`config.mk`:
```
export PLATFORM = sky130hd
export DESIGN_NAME = lsu_byte_lane
export DESIGN_NICKNAME = d
export VERILOG_FILES = /design/src/rtl/lsu_pkg.sv /design/src/rtl/lsu_lane_align.sv /design/src/rtl/lsu_byte_lane.sv
export SDC_FILE = /design/constraint.sdc
export NUM_CORES = 1
export LEC_CHECK = 0
export BUFFER_PORTS_ARGS = -buffer_cell sky130_fd_sc_hd__buf_2
export CAP_MARGIN = 20
export CORE_MARGIN = 1.5
export CORE_UTILIZATION = 25
export DETAILED_ROUTE_END_ITERATION = 7
export PLACE_DENSITY_LB_ADDON = 0.25
export REMOVE_ABC_BUFFERS = 1
export SLEW_MARGIN = 20
export SYNTH_ARGS = -nofsm -noshare
export SYNTH_HDL_FRONTEND = slang
export SYNTH_SLANG_ARGS = --single-unit
```
`constraint.sdc`:
```
create_clock -name clk -period 2.93 [get_ports clk]
set_input_delay 0.586 -clock clk [delete_from_list [all_inputs] [get_ports clk]]
set_output_delay 0.586 -clock clk [all_outputs]
set_load 0.01 [all_outputs]
```
`src/rtl/lsu_pkg.sv`:
```
// Shared definitions for the load/store byte-lane unit: funct3 codes,
// FSM state encoding, lane-select constants and access legality helpers.
package lsu_pkg;

    localparam logic [2:0] F3_B  = 3'b000;
    localparam logic [2:0] F3_H  = 3'b001;
    localparam logic [2:0] F3_W  = 3'b010;
    localparam logic [2:0] F3_BU = 3'b100;
    localparam logic [2:0] F3_HU = 3'b101;

    typedef enum logic [1:0] {
        ST_IDLE        = 2'd0,
        ST_LOAD_WAIT   = 2'd1,
        ST_STORE_MERGE = 2'd2
    } state_t;

    // Byte lane by addr[1:0], halfword lane by addr[1]
    localparam logic [1:0] LANE_B0  = 2'd0;
    localparam logic [1:0] LANE_B1  = 2'd1;
    localparam logic [1:0] LANE_B2  = 2'd2;
    localparam logic [1:0] LANE_B3  = 2'd3;
    localparam logic       LANE_HLO = 1'b0;
    localparam logic       LANE_HHI = 1'b1;

    function automatic logic is_misaligned(input logic [2:0] f3, input logic [1:0] off);
        return ((f3 == F3_H || f3 == F3_HU) && off[0]) || (f3 == F3_W && off != 2'd0);
    endfunction

    function automatic logic is_illegal(input logic wr, input logic [2:0] f3);
        if (wr)
            return !(f3 == F3_B || f3 == F3_H || f3 == F3_W);
        return !(f3 == F3_B || f3 == F3_H || f3 == F3_W || f3 == F3_BU || f3 == F3_HU);
    endfunction

endpackage

```
`src/rtl/lsu_lane_align.sv`:
```
// Combinational lane logic: extracts and extends a load lane from a memory
// word, and merges store data into the addressed lane of a memory word.
module lsu_lane_align
    import lsu_pkg::*;
(
    input  logic [2:0]  funct3,
    input  logic [1:0]  offset,
    input  logic [31:0] rd_word,
    input  logic [31:0] wdata,
    output logic [31:0] load_data,
    output logic [31:0] merge_data
);

    logic [7:0]  byte_sel;
    logic [15:0] half_sel;

    always_comb begin
        case (offset)
            LANE_B0: byte_sel = rd_word[7:0];
            LANE_B1: byte_sel = rd_word[15:8];
            LANE_B2: byte_sel = rd_word[23:16];
            default: byte_sel = rd_word[31:24];
        endcase
        half_sel = (offset[1] == LANE_HHI) ? rd_word[31:16] : rd_word[15:0];
    end

    always_comb begin
        case (funct3)
            F3_B:    load_data = {{24{byte_sel[7]}}, byte_sel};
            F3_H:    load_data = {{16{half_sel[15]}}, half_sel};
            F3_W:    load_data = rd_word;
            F3_BU:   load_data = {24'b0, byte_sel};
            F3_HU:   load_data = {16'b0, half_sel};
            default: load_data = 32'b0;
        endcase
    end

    always_comb begin
        merge_data = rd_word;
        case (funct3)
            F3_B: begin
                case (offset)
                    LANE_B0: merge_data[7:0]   = wdata[7:0];
                    LANE_B1: merge_data[15:8]  = wdata[7:0];
                    LANE_B2: merge_data[23:16] = wdata[7:0];
                    default: merge_data[31:24] = wdata[7:0];
                endcase
            end
            F3_H: begin
                if (offset[1] == LANE_HLO)
                    merge_data[15:0] = wdata[15:0];
                else
                    merge_data[31:16] = wdata[15:0];
            end
            default: merge_data = wdata;
        endcase
    end

endmodule

```
`src/rtl/lsu_byte_lane.sv`:
```
// Load/store unit mapping RV32I byte-addressed accesses onto a word memory.
// Build option LSU_RANGE_CHECK_EN: addresses beyond the memory become errors.
//
// state          | meaning
// ST_IDLE        | ready; errors and SW complete from here directly
// ST_LOAD_WAIT   | memory word arriving; extract lane and register result
// ST_STORE_MERGE | memory word arriving; merge lane and write back
module lsu_byte_lane
    import lsu_pkg::*;
#(
    parameter int DEPTH_WORDS = 2048,
    parameter int AW          = $clog2(DEPTH_WORDS)
)(
    input  logic        clk,
    input  logic        rst,
    input  logic        req_valid,
    output logic        req_ready,
    input  logic        req_write,
    input  logic [2:0]  req_funct3,
    input  logic [31:0] req_addr,
    input  logic [31:0] req_wdata,
    output logic        resp_valid,
    output logic        resp_err,
    output logic [31:0] resp_rdata,
    output logic [31:0] mem_addr,
    output logic [31:0] mem_write_data,
    output logic        mem_memwrite,
    output logic        mem_memread,
    input  logic [31:0] mem_read_data
);

    state_t      state, state_nxt;
    logic [AW+1:0] addr_q, cur_addr;
    logic [2:0]  f3_q;
    logic [31:0] wdata_q;
    logic        accept, req_err, range_err, is_sw;
    logic [31:0] load_data, merge_data;
    logic        resp_valid_nxt, resp_err_nxt;
    logic [31:0] resp_rdata_nxt;

`ifdef LSU_RANGE_CHECK_EN
    assign range_err = |req_addr[31:AW+2];
`else
    // Upper address bits are ignored so accesses wrap around the memory
    assign range_err = 1'b0 & (|req_addr[31:AW+2]);
`endif

    assign req_ready = (state == ST_IDLE);
    assign accept    = req_valid & req_ready;
    assign is_sw     = req_write && (req_funct3 == F3_W);
    assign req_err   = is_misaligned(req_funct3, req_addr[1:0])
                     | is_illegal(req_write, req_funct3) | range_err;

    assign cur_addr  = (state == ST_IDLE) ? req_addr[AW+1:0] : addr_q;
    assign mem_addr  = {{(32-AW){1'b0}}, cur_addr[AW+1:2]};

    lsu_lane_align u_align (
        .funct3     (f3_q),
        .offset     (addr_q[1:0]),
        .rd_word    (mem_read_data),
        .wdata      (wdata_q),
        .load_data  (load_data),
        .merge_data (merge_data)
    );

    always_ff @(posedge clk) begin
        if (rst)
            state <= ST_IDLE;
        else
            state <= state_nxt;
    end

    always_ff @(posedge clk) begin
        if (accept) begin
            addr_q  <= req_addr[AW+1:0];
            f3_q    <= req_funct3;
            wdata_q <= req_wdata;
        end
    end

    always_comb begin
        state_nxt = state;
        case (state)
            ST_IDLE: begin
                if (accept && !req_err) begin
                    if (!req_write)
                        state_nxt = ST_LOAD_WAIT;
                    else if (!is_sw)
                        state_nxt = ST_STORE_MERGE;
                end
            end
            default: state_nxt = ST_IDLE;
        endcase
    end

    always_comb begin
        mem_memread    = 1'b0;
        mem_memwrite   = 1'b0;
        mem_write_data = merge_data;
        resp_valid_nxt = 1'b0;
        resp_err_nxt   = 1'b0;
        resp_rdata_nxt = 32'b0;
        case (state)
            ST_IDLE: begin
                mem_write_data = req_wdata;
                if (accept) begin
                    if (req_err) begin
                        resp_valid_nxt = 1'b1;
                        resp_err_nxt   = 1'b1;
                    end else if (is_sw) begin
                        mem_memwrite   = 1'b1;
                        resp_valid_nxt = 1'b1;
                    end else begin
                        mem_memread    = 1'b1;
                    end
                end
            end
            ST_LOAD_WAIT: begin
                resp_valid_nxt = 1'b1;
                resp_rdata_nxt = load_data;
            end
            ST_STORE_MERGE: begin
                mem_memwrite   = 1'b1;
                resp_valid_nxt = 1'b1;
            end
            default: ;
        endcase
        // A reset cycle abandons the pending op, including a merge write-back
        if (rst) begin
            mem_memread  = 1'b0;
            mem_memwrite = 1'b0;
        end
    end

    always_ff @(posedge clk) begin
        if (rst) begin
            resp_valid <= 1'b0;
            resp_err   <= 1'b0;
            resp_rdata <= 32'b0;
        end else begin
            resp_valid <= resp_valid_nxt;
            resp_err   <= resp_err_nxt;
            resp_rdata <= resp_rdata_nxt;
        end
    end

endmodule

```
==> impl_metrics.toml <==
[status]
status = "complete, no violations"

[placed_design]
gp_congestion = 0.804
io_buffers = 163
dp_slack_ns = 0.0578
dp_cells = 800
dp_hpwl_mm = 11.1

[drt]
wl_per_cell_um = 18.2
via_per_inst = 4.58
ant_nets = 0
drt_drc_violations_left = 0
drt_pre_antenna_iters = 4
via_count = 3739
wl_mm = 14.9
drtIter0Drc = 210

[power_and_ir_drop]
clkPwrFrac = 0.386
p_comb_frac = 0.188
internal_power_mw = 2.29
powerDensity_nw_per_um2 = 536
switchingPower_mw = 0.849
power.total_mw = 3.14
p_sw_frac = 0.271
p_seq_frac = 0.426
irDropWorstVdd_v = 0.000278
leakage_nw = 2.51

[floorplan]
die_h_um = 137
die_w_um = 137
floorplan.rows = 48
core_um2 = 17500
initial_utilization = 0.258
ioPinCount = 204
die_area_um2 = 18800

[timing]
max_freq_mhz = 364
finClkSkew_ns = 0.00693
hold_ws_ns = 0.427
fin_crit_sh = 0.939
finalHoldViolCount = 0
slew_viol_final = 0
tightest_slew_ns = 0.815
finalSetupViolCount = 0
setup_tns_ns = 0
rsz0062_at_grt = "no"
slew_headroom = 0.456
fin_ws_ns = 0.179
layout_min_cycle_time_ns = 2.75

[clocking]
clk_latency_ns = 0.34
cts_buffers = 9
cts_tree = "yes"
clk_pin_slew_ns = 0.06
numClockSinks = 84
htreeDepth = 3
cts-root-buf = "clkbuf_16"
cts.path.max_buffers = 2

[cells_and_area]
syn2layout_area_growth_pct = 29.8
layout.nets = 694
num-fill-cells = 1811
n_antenna_cell = 0
drive_above_1_share = 0.402
fin_cells = 817

[synthesis]
syn_area_per_cell_um2 = 10.6
yosysWarnings = 0
synth_cell_types = 45
synth_cells = 427
ys_ff_latch = 84
ys_seq_area_frac = 0.480
syn_area_um2 = 4510

[worst_setup_path]
arrival_ns = 2.16
crit_fanout = 11
critical_path_required_ns = 2.34
cp-start-kind = "register"
path_class = "reg -> out"
worstRegToRegCells = 6
crit_path_end_kind = "output port"

[global_routing]
grt_pass1_vias = 3623
grt_use_met2 = 0.241
gr-total-overflow = 0
grt_use_total = 0.155
grt.busiest_layer = "met2"
antenna_found_initial = 0
grt_use_met1 = 0.208
use_met3 = 0.0320
grt_max_degree = 79
grt_pass1_wl_mm = 21.4

[worst_hold_path]
holdCritPathClass = "in -> reg"
holdPathStages = 1

[flow_run]
cap_violations = 0
[worst paths after layout]
path	from	endpoint	slack, ns
max	state[0]	mem_write_data[25]	0.18
min	req_addr[2]	addr_q[2]	0.43
max reg2reg	state[0]	wdata_q[6]	0.85
min reg2reg	state[1]	state[1]	0.52
[Yosys cell counts (all sizes together)]
library cell | instances | share of area
mux2 | 32 | 0.080
nand3 | 2 | 0.0033
nand3b | 1 | 0.0017
mux2i | 26 | 0.058
nor4 | 1 | 0.0014
buf | 44 | 0.070
edfxtp | 48 | 0.32
a32oi | 1 | 0.0019
nor3 | 26 | 0.031
conb | 1 | 0.00083
nand4 | 1 | 0.0014
o31ai | 1 | 0.0017
clkbuf | 7 | 0.0058
nor3b | 10 | 0.018
inv | 6 | 0.0050
or3 | 1 | 0.0014
a21oi | 43 | 0.048
nand2 | 42 | 0.036
a22oi | 7 | 0.012
dfxtp | 36 | 0.16
a2111oi | 1 | 0.0019
nand2b | 2 | 0.0028
a21o | 1 | 0.0017
ha | 4 | 0.011
a31oi | 1 | 0.0014
o21ai | 24 | 0.032
a41oi | 1 | 0.0019
a22o | 1 | 0.0019
a221oi | 23 | 0.047
and3 | 1 | 0.0014
nor2 | 12 | 0.010
and3b | 1 | 0.0019
nor2b | 18 | 0.027
o21a | 1 | 0.0019
[critical path, stage by stage, from the launching register on]
cell and delay, ns:
dfxtp_1 0.36, inv_1 0.09, ha_2 0.24, or3_4 0.43
a221oi_1 0.42, nor3_1 0.12, buf_2 0.16
[cells in the final DEF (no fill, tap or decap), types with 9 or more instances in the layout]
cell type,count
o21ai_1,16
nor2_1,11
buf_2,163
nand2_1,41
conb_1,21
clkbuf_16,10
a21oi_1,43
nor3_1,25
mux2_2,26
buf_4,14
a221oi_1,19
mux2i_1,26
edfxtp_1,48
dfxtp_1,36
nor3b_1,9
nor2b_1,17
[kinds of logic (layout without fill, tap and decap cells)]
group                      after synthesis  after routing  share of synthesized area
muxes                                   58             58                      0.138
other                                    1             21                   0.000832
adders and majority gates                4              4                     0.0111
buffers and inverters                   57            202                     0.0811
AOI/OAI and AO/OA                      105            105                      0.153
DFF                                     84             84                      0.480
and+or+nand+nor                        118            118                      0.137
[power by group through the flow]
stage               Sequential (mW)  Clock (mW)  Combinational [mW]
floorplan                      1.37           0               0.300
global placement               1.36           0               0.572
detailed placement             1.36           0               0.577
CTS                            1.34        1.26               0.583
global route                   1.34        1.30               0.646
finish                         1.34        1.21               0.589
[metrics by stage]
stage,cell area (um2),utilization
floorplan,4240,-
global placement,5480,0.314
detailed placement,5480,0.314
CTS,5810,0.332
global route,5850,0.335
finish,5850,0.335
[repair_timing]
item,4_1_cts,5_1_grt
hold buffers,0,0
gates resized for setup,3,3
buffers inserted,0,0
setup endpoints to repair,2,8
cloned,0,1
[sequential cells by signal, summed over array words and instances, names as in the netlist]
| name | flops |
|---|---|
| resp_err | 1 |
| addr_q | 13 |
| f3_q | 3 |
| state | 2 |
| resp_rdata | 32 |
| resp_valid | 1 |
| wdata_q | 32 |
[layout make-up]
cell class,instances,area [um2],share of cell area
Sequential cell,84,2160,0.370
Clock inverter,3,43.8,0.00749
Timing Repair Buffer,180,986,0.169
Tap cell,225,282,0.0481
Multi-Input combinational cell,306,2080,0.356
Inverter,6,22.5,0.00385
Clock buffer,13,272,0.0464
[layer usage]
metal  part of all wire  vias to the layer above
met5                  0                        -
met4              0.020                        0
met3              0.055                       15
met2               0.46                      134
met1               0.46                     1730
li1                   -                     1860
Note: power is estimated with default switching activity, not from simulation.
